===== src/rtl/uart_alu_pkg.sv =====
// uart_alu_pkg
//   Shared definitions for the UART-to-ALU frame controller.
//   - state_e : controller states; each encoding is also the one-hot value
//               driven on o_flags.
//   - STAT_*  : bit positions inside the 4-bit ALU status word.
package uart_alu_pkg;

  typedef enum logic [4:0] {
    ST_WAIT_A  = 5'b00001,
    ST_WAIT_B  = 5'b00010,
    ST_WAIT_OP = 5'b00100,
    ST_EXEC    = 5'b01000,
    ST_SEND    = 5'b10000
  } state_e;

  localparam int unsigned STAT_ZERO  = 32'd0;
  localparam int unsigned STAT_NEG   = 32'd1;
  localparam int unsigned STAT_CARRY = 32'd2;
  localparam int unsigned STAT_OVF   = 32'd3;

endpackage


===== src/rtl/uart_alu_timeout_cnt.sv =====
// uart_alu_timeout_cnt
//   Inter-byte timeout counter for partially received frames.
//   Ports:
//     clk, rst_n : clock, asynchronous active-low reset
//     i_clr      : clear the count (a byte was popped)
//     i_en       : count this cycle (waiting for a byte, FIFO empty)
//     o_expire   : combinational, high on the cycle whose count reaches
//                  TIMEOUT_CYCLES; the count clears on that edge
module uart_alu_timeout_cnt #(
  parameter int TIMEOUT_CYCLES = 1
) (
  input  logic clk,
  input  logic rst_n,
  input  logic i_clr,
  input  logic i_en,
  output logic o_expire
);

  localparam int CNT_W = $clog2(TIMEOUT_CYCLES + 1);
  // Value held just before the increment that would reach TIMEOUT_CYCLES.
  localparam logic [CNT_W-1:0] LAST_CNT = CNT_W'(TIMEOUT_CYCLES - 1);

  logic [CNT_W-1:0] cnt_q, cnt_d;

  // A clear (pop) wins over expiry, so expiry is only raised while counting.
  assign o_expire = i_en && (cnt_q == LAST_CNT);

  // Next-count selection.
  always_comb begin
    cnt_d = cnt_q;
    if (i_clr || o_expire) begin
      cnt_d = '0;
    end else if (i_en) begin
      cnt_d = cnt_q + CNT_W'(1);
    end else begin
      cnt_d = cnt_q;
    end
  end

  // Count register.
  always_ff @(posedge clk or negedge rst_n) begin
    if (!rst_n) begin
      cnt_q <= '0;
    end else begin
      cnt_q <= cnt_d;
    end
  end

endmodule


===== src/rtl/uart_alu_frame_ctrl.sv =====
// uart_alu_frame_ctrl
//   Pops operand A, operand B and opcode from the RX FIFO, presents them to a
//   combinational ALU, latches the result and streams it LSB-first into the
//   TX FIFO. Partially received frames are dropped after TIMEOUT_CYCLES idle
//   cycles (0 = never).
//   Optional build macro UART_ALU_STATUS_BYTE_EN: append one byte carrying
//   the latched ALU status after the result bytes.
//   Ports:
//     clk, i_reset          : clock, asynchronous active-low reset
//     i_rx_data/i_rx_empty  : RX FIFO head (first-word-fall-through)
//     o_rd                  : RX pop strobe
//     i_tx_full/o_wr/o_tx_data : TX FIFO push interface
//     o_op_a/o_op_b/o_opcode   : held ALU operands
//     i_alu_result/i_alu_status : ALU outputs
//     o_flags               : one-hot state, o_timeout : abort pulse,
//     o_busy                : not in WAIT_A
module uart_alu_frame_ctrl
  import uart_alu_pkg::*;
#(
  parameter int BUS_SIZE       = 8,
  parameter int OP_WIDTH       = 6,
  parameter int RES_BYTES      = 1,
  parameter int TIMEOUT_CYCLES = 0
) (
  input  logic                          clk,
  input  logic                          i_reset,
  input  logic [BUS_SIZE-1:0]           i_rx_data,
  input  logic                          i_rx_empty,
  output logic                          o_rd,
  input  logic                          i_tx_full,
  output logic                          o_wr,
  output logic [BUS_SIZE-1:0]           o_tx_data,
  output logic [BUS_SIZE-1:0]           o_op_a,
  output logic [BUS_SIZE-1:0]           o_op_b,
  output logic [OP_WIDTH-1:0]           o_opcode,
  input  logic [BUS_SIZE*RES_BYTES-1:0] i_alu_result,
  input  logic [3:0]                    i_alu_status,
  output logic [4:0]                    o_flags,
  output logic                          o_timeout,
  output logic                          o_busy
);

  localparam int RES_W = BUS_SIZE * RES_BYTES;
`ifdef UART_ALU_STATUS_BYTE_EN
  localparam int N_BYTES = RES_BYTES + 1;
`else
  localparam int N_BYTES = RES_BYTES;
`endif
  localparam int IDX_W = 4;
  localparam logic [IDX_W-1:0] LAST_IDX = IDX_W'(N_BYTES - 1);

  state_e              state_q, state_d;
  logic [BUS_SIZE-1:0] op_a_q, op_a_d;
  logic [BUS_SIZE-1:0] op_b_q, op_b_d;
  logic [OP_WIDTH-1:0] opcode_q, opcode_d;
  logic [RES_W-1:0]    result_q, result_d;
  logic [IDX_W-1:0]    idx_q, idx_d;
  logic                timeout_q, timeout_d;
  logic [3:0]          status_s;
  logic                rd_s, wr_s, cnt_en_s, expire_s;
  logic [BUS_SIZE-1:0] byte_s [16];

  assign status_s = {i_alu_status[STAT_OVF], i_alu_status[STAT_CARRY],
                     i_alu_status[STAT_NEG], i_alu_status[STAT_ZERO]};

`ifdef UART_ALU_STATUS_BYTE_EN
  logic [3:0] status_q, status_d;
`else
  logic unused_status_s;
  assign unused_status_s = ^status_s;
`endif

  // Gated by reset so a byte at the FIFO head is not popped and lost while
  // the controller is held in reset.
  assign rd_s = i_reset && !i_rx_empty &&
                ((state_q == ST_WAIT_A) || (state_q == ST_WAIT_B) ||
                 (state_q == ST_WAIT_OP));
  assign wr_s = (state_q == ST_SEND) && !i_tx_full;
  assign cnt_en_s = ((state_q == ST_WAIT_B) || (state_q == ST_WAIT_OP)) && i_rx_empty;

  // Byte lane table indexed by the send index; unused lanes read as zero.
  for (genvar g = 0; g < 16; g++) begin : g_byte
    if (g < RES_BYTES) begin : g_res
      assign byte_s[g] = result_q[g*BUS_SIZE +: BUS_SIZE];
    end
`ifdef UART_ALU_STATUS_BYTE_EN
    else if (g == RES_BYTES) begin : g_stat
      assign byte_s[g] = BUS_SIZE'(status_q);
    end
`endif
    else begin : g_pad
      assign byte_s[g] = '0;
    end
  end

  if (TIMEOUT_CYCLES > 0) begin : g_timeout
    uart_alu_timeout_cnt #(
      .TIMEOUT_CYCLES(TIMEOUT_CYCLES)
    ) u_timeout_cnt (
      .clk     (clk),
      .rst_n   (i_reset),
      .i_clr   (rd_s),
      .i_en    (cnt_en_s),
      .o_expire(expire_s)
    );
  end else begin : g_no_timeout
    logic unused_cnt_s;
    assign unused_cnt_s = cnt_en_s;
    assign expire_s = 1'b0;
  end

  // Next-state and datapath load selection.
  always_comb begin
    state_d   = state_q;
    op_a_d    = op_a_q;
    op_b_d    = op_b_q;
    opcode_d  = opcode_q;
    result_d  = result_q;
    idx_d     = idx_q;
    timeout_d = 1'b0;
`ifdef UART_ALU_STATUS_BYTE_EN
    status_d  = status_q;
`endif
    case (state_q)
      ST_WAIT_A: begin
        if (rd_s) begin
          op_a_d  = i_rx_data;
          state_d = ST_WAIT_B;
        end else begin
          state_d = ST_WAIT_A;
        end
      end
      ST_WAIT_B: begin
        if (rd_s) begin
          op_b_d  = i_rx_data;
          state_d = ST_WAIT_OP;
        end else if (expire_s) begin
          state_d   = ST_WAIT_A;
          timeout_d = 1'b1;
        end else begin
          state_d = ST_WAIT_B;
        end
      end
      ST_WAIT_OP: begin
        if (rd_s) begin
          opcode_d = i_rx_data[OP_WIDTH-1:0];
          state_d  = ST_EXEC;
        end else if (expire_s) begin
          state_d   = ST_WAIT_A;
          timeout_d = 1'b1;
        end else begin
          state_d = ST_WAIT_OP;
        end
      end
      ST_EXEC: begin
        result_d = i_alu_result;
`ifdef UART_ALU_STATUS_BYTE_EN
        status_d = status_s;
`endif
        idx_d    = '0;
        state_d  = ST_SEND;
      end
      ST_SEND: begin
        if (wr_s) begin
          if (idx_q == LAST_IDX) begin
            idx_d   = '0;
            state_d = ST_WAIT_A;
          end else begin
            idx_d   = idx_q + IDX_W'(1);
            state_d = ST_SEND;
          end
        end else begin
          state_d = ST_SEND;
        end
      end
      default: begin
        state_d = ST_WAIT_A;
      end
    endcase
  end

  // Controller state and datapath registers.
  always_ff @(posedge clk or negedge i_reset) begin
    if (!i_reset) begin
      state_q   <= ST_WAIT_A;
      op_a_q    <= '0;
      op_b_q    <= '0;
      opcode_q  <= '0;
      result_q  <= '0;
      idx_q     <= '0;
      timeout_q <= 1'b0;
`ifdef UART_ALU_STATUS_BYTE_EN
      status_q  <= '0;
`endif
    end else begin
      state_q   <= state_d;
      op_a_q    <= op_a_d;
      op_b_q    <= op_b_d;
      opcode_q  <= opcode_d;
      result_q  <= result_d;
      idx_q     <= idx_d;
      timeout_q <= timeout_d;
`ifdef UART_ALU_STATUS_BYTE_EN
      status_q  <= status_d;
`endif
    end
  end

  assign o_rd      = rd_s;
  assign o_wr      = wr_s;
  assign o_tx_data = wr_s ? byte_s[idx_q] : '0;
  assign o_op_a    = op_a_q;
  assign o_op_b    = op_b_q;
  assign o_opcode  = opcode_q;
  assign o_flags   = state_q;
  assign o_timeout = timeout_q;
  assign o_busy    = (state_q != ST_WAIT_A);

endmodule


===== config.mk =====
export PLATFORM = sky130hd
export DESIGN_NAME = uart_alu_frame_ctrl
export DESIGN_NICKNAME = d
export VERILOG_FILES = /design/src/rtl/uart_alu_pkg.sv /design/src/rtl/uart_alu_timeout_cnt.sv /design/src/rtl/uart_alu_frame_ctrl.sv
export SDC_FILE = /design/constraint.sdc
export NUM_CORES = 1
export LEC_CHECK = 0
export ABC_AREA = 1
export CAP_MARGIN = 30
export CORE_MARGIN = 2
export CORE_UTILIZATION = 40
export DETAILED_ROUTE_END_ITERATION = 10
export PLACE_DENSITY = 0.71
export SETUP_SLACK_MARGIN = 0.3
export SYNTH_ARGS = -nofsm -noshare
export SYNTH_HDL_FRONTEND = slang
export SYNTH_SLANG_ARGS = --single-unit

===== constraint.sdc =====
create_clock -name clk -period 1.6 [get_ports clk]
set_input_delay 0.32 -clock clk [delete_from_list [all_inputs] [get_ports clk]]
set_output_delay 0.32 -clock clk [all_outputs]
set_load 0.01 [all_outputs]

# Word-level counts from Yosys, hierarchy flattened
# Index checks and enable logic that the tools add are counted.
[classes]
addsub = 1
n_lt_le_gt_ge = 1
n_eq_ne = 7
n_mux = 13
bitwise_logic = 1
reduce_logical = 13
[op_table]
columns = ["op", "n"]
rows = [
  ["8-bit binary-select mux with 4-bit select", 1],
  ["5-bit case mux with 5 select lines", 1],
  ["8-bit two-way mux", 3],
  ["4-bit two-way mux", 3],
  ["5-bit two-way mux", 2],
  ["4-bit case mux with 2 select lines", 1],
  ["2-bit AND reduction", 4],
  ["5-bit by 1-bit equality test with 1-bit output, second input constant", 1],
  ["5-bit by 2-bit equality test with 1-bit output, second input constant", 1],
  ["5-bit by 3-bit equality test with 1-bit output, second input constant", 1],
  ["5-bit by 4-bit equality test with 1-bit output, second input constant", 1],
  ["5-bit equality test, second input constant", 1],
  ["5-bit greater-or-equal comparator, second input constant", 1],
  ["5-bit by 1-bit != test with 1-bit output, second input constant", 1],
  ["4-bit NOT with 5-bit output", 1],
  ["4-bit by 1-bit adder with 4-bit output, second input constant", 1],
  ["4-bit zero test", 1],
  ["1-bit logical AND", 3],
  ["3-bit two-way mux", 1],
  ["1-bit zero test", 2],
  ["1-bit logical OR", 2],
  ["2-bit two-way mux", 1],
  ["2-bit != test, second input constant", 1],
  ["2-bit nonzero test", 1],
]
[totals]
register_bits = 39
inputBits = 24
output_inout_bits = 39
elab_cells = 42

# Depth between registers and ports, before layout
[logic_depth]
ltp_word = 6
depth_mapped = 7
depth_no_buf = 7

# Worst setup path after synthesis
# No wires, ideal clock.
[synth_timing]
path_type = "reg2out"
startpoint = "register state_q[1] (netlist: o_flags[1])"
endpoint = "output port o_tx_data[1]"
arrival_time_ns = 1.161
slack_ns = 0.119
path_stages_with_launch = 5
path_cell_list = "dfrtp_1 -> nor2_4 -> nand4_4 -> buf_6 -> nor3b_2"
[synth_between]
elab_chain_cells = 3
[synth_rtl]
columns = ["element", "line_no", "text"]
rows = [
  ["from (decl)", "uart_alu_frame_ctrl.sv:52", "state_e state_q, state_d;"],
  ["from (signal assigned)", "uart_alu_frame_ctrl.sv:196", "state_q <= state_d;"],
  ["5-bit equality test", "uart_alu_frame_ctrl.sv:78", "assign wr_s = (state_q == ST_SEND) && !i_tx_full;"],
  ["1-bit logical AND", "uart_alu_frame_ctrl.sv:78", ""],
  ["8-bit two-way mux", "uart_alu_frame_ctrl.sv:211", "assign o_tx_data = wr_s ? byte_s[idx_q] : '0;"],
  ["to (decl)", "uart_alu_frame_ctrl.sv:32", "output logic [BUS_SIZE-1:0] o_tx_data,"],
]
# Every way passes these cells.

# Worst setup path after layout
[layout_timing]
startpoint = "register state_q[3] (netlist: o_flags[3])"
endpoint = "output port o_tx_data[5]"
# The elaborated chain is that of the path after synthesis.

==> impl_metrics.tcl <==
set metrics [dict create \
    yosys.area.top_type "dfrtp_1" \
    grt_overflow 0 \
    end_kind "output pin" \
    clk_latency_ns 0.29 \
    setup_viol 11 \
    drtPass1Iterations 4 \
    min_path_type "in -> async" \
    h-tree-depth 2 \
    fmax_mhz 552 \
    cts_hold_buf 0 \
    clockPowerShare_pct 17.4 \
    diodes 0 \
    grt_pass1_wl_um 8460 \
    p_per_area_mw_per_mm2 1160 \
    setup_tns_ns -1.92 \
    crit_type "reg -> out" \
    fp-row-count 25 \
    cp_slowest_stage_delay_ns 0.41 \
    grt_use_met1_pct 25.0 \
    synth_top_area_share_pct 49.8 \
    clock-root-buffer "clkbuf_8" \
    placed_cell_area_mm2 0.00268 \
    synthTopCellsByArea "dfrtp_1, nand2_1, inv_1" \
    rsz0062_at_grt "yes" \
    cts_tree "yes" \
    slew_viol_final 0 \
    yosysWarnings 0 \
    wire_per_inst_um 14.2 \
    synth.avg_cell_area_um2 8.72 \
    fillers 369 \
    cts_inserted_buffers 5 \
    detail_route.iter0.violations 73 \
    arrival_ns 1.49 \
    core_mm2 0.00466 \
    ir_drop_v 0.000755 \
    swShare_pct 34.9 \
    ant_nets 0 \
    seqPwrFrac_pct 38.6 \
    grt_start_max_net_pins 42 \
    place_ws_ns -0.558 \
    ys_ff_latch 39 \
    ys_seq_area_share_pct 51.1 \
    combPwrFrac_pct 44.0 \
    fin_crit_sh_pct 113 \
    finClkSkew_ns 0.00473 \
    setup_ws_ns -0.211 \
    ys_types 27 \
    antenna_found_initial 0 \
    worst_pin_slew_ns 0.566 \
    viasPerCell 4.85 \
    critPathRequiredTime_ns 1.28 \
    nNetsFinal 349 \
    grtUsageTotal_pct 21.0 \
    drt_wl_total_um 5360 \
    worstPathCellList "nor2_4 > nand4_4 > buf_6 > nor3b_1 > buf_2" \
    finalCriticalPeriod_ns 1.81 \
    final_cell_mix "nand2_1, dfrtp_1, buf_6, buf_4, clkdlybuf4s15_1" \
    ctsLongestPathBuffers 2 \
    slew_headroom_pct 62.3 \
    clock-sinks 39 \
    p_int_w 0.00242 \
    final_common_cell "nand2_1" \
    fin_hold_ws_ns 0.135 \
    clkTransAtPathRegs_ns 0.07 \
    dp_cells 348 \
    stdcell_count 378 \
    busiest_layer "met2" \
    startpoint_type "flop" \
    violations "negative setup slack" \
    place.gp.congestion 0.850 \
    drive_above_1_share_pct 41.7 \
    use_met3_pct 6.22 \
    drv_cap 0 \
    power.switching_w 0.00130 \
    syn-num-nets 245 \
    port_buffers 57 \
    fp.dieW_um 73.1 \
    hold_violations 0 \
    grt_pass1_vias 1833 \
    p_leak_nw 1.60 \
    outcome "complete, but fails checks" \
    mappedNetlistArea_mm2 0.00191 \
    dieHeight_um 73.1 \
    dpl.hpwl_um 3220 \
    drcViolationCount 0 \
    met2_usage_pct 36.9 \
    dr_total_vias 1835 \
    synth_cells 219 \
    design_area_mm2 0.00320 \
    io_pins 63 \
    initial_core_util_pct 41.0 \
    syn_to_final_growth_pct 67.4 \
    slowest_stage "dfrtp_1" \
    worstPathMaxFanout 4 \
    die_area_mm2 0.00535 \
]
-- synth_stat cells --
master     n
nand2_1   87
dfrtp_1   38
inv_1     19
nor2_1    12
o21ai_1   10
o21ai_0    9
nand3_1    5
nor2_4     5
nor3b_2    5
nand3_2    4
buf_2      3
inv_2      3
nor3b_1    3
buf_6      2
ha_1       2
buf_4      1
clkinv_4   1
conb_1     1
dfstp_2    1
nand2_4    1
nand3_4    1
nand4_1    1
nand4_4    1
nor2_2     1
nor3_4     1
o21bai_1   1
xor2_1     1
-- kinds of logic (layout without fill, tap and decap cells) --
kind of cell             after synthesis  after routing  share of synthesized area (%)
adder cells (fa/ha/maj)                2              2                           1.31
flip-flops                            39             39                           51.1
XOR/XNOR                               1              1                          0.458
buffers and inverters                 29            131                           7.14
AO/OA/AOI/OAI                         20             20                           5.37
other                                  1              1                          0.196
AND/OR/NAND/NOR                      127            130                           34.4
-- stage by stage --
| stage | power (W) | util (%) |
|---|---|---|
| floorplan | 0.00198 | - |
| global placement | 0.00277 | 57.5 |
| detailed placement | 0.00279 | 57.5 |
| CTS | 0.00362 | 65.5 |
| global route | 0.00393 | 68.6 |
| finish | 0.00372 | 68.6 |
-- final cells by class --
type	count	area, µm²	share of cell area (%)
multi-input combinational	154	1030	32.4
timing repair buffer	100	930	29.1
sequential	39	978	30.6
clock buffer	7	76.3	2.39
tap	54	67.6	2.11
inverter	23	106	3.33
clock inverter	1	5.00	0.156
-- power by group through the flow --
stage | sequential (W) | combinational [W] | clock, W
2_1_floorplan | 0.00154 | 0.000432 | 0
3_3_place_gp | 0.00142 | 0.00135 | 0
3_5_place_dp | 0.00142 | 0.00137 | 0
4_1_cts | 0.00142 | 0.00154 | 0.000658
5_1_grt | 0.00146 | 0.00177 | 0.000700
6_report | 0.00143 | 0.00164 | 0.000648
-- what timing repair did --
action,4_1_cts,5_1_grt
pin swaps,18,10
gates resized for setup,153,46
endpoints found under the setup margin,74,70
setup buffers,14,5
cloned,3,0
-- critical path, delay by kind of cell (launching register included) --
family                 cells  cell delay (ns)
buffers and inverters      2             0.31
DFF                        1             0.41
and+or+nand+nor            3             0.48
-- state kept, by name (all words and copies together) (netlist names) --
register	flops
idx_q	4
o_flags	5
o_op_b	8
o_opcode	6
result_q	8
o_op_a	8
-- final timing paths --
check	endpoint	cells after the start	slack, ns	from
min reg2reg	o_op_a[0]$_DFFE_PN0P_	2	0.47	o_op_a[0]$_DFFE_PN0P_
max	o_tx_data[5]	5	-0.21	o_flags[3]$_DFF_PN0_
max in group asynchronous	o_flags[4]$_DFF_PN0_	2	1.06	i_reset
min	result_q[1]$_DFFE_PN0N_	2	0.14	i_reset
min in group clk	o_op_a[0]$_DFFE_PN0P_	2	0.47	o_op_a[0]$_DFFE_PN0P_
max reg2reg	o_op_a[5]$_DFFE_PN0P_	9	0.05	o_flags[3]$_DFF_PN0_
-- layer usage --
layer  vias to the layer above  routed length (µm)  part of all wire [%]
li1                        900                   -                     -
met1                       873                2160                    40
met2                        55                2780                    52
met3                         7                 324                   6.0
met4                         0                  97                   1.8
met5                         -                   0                     0
Power figures use the tool's default switching activity.
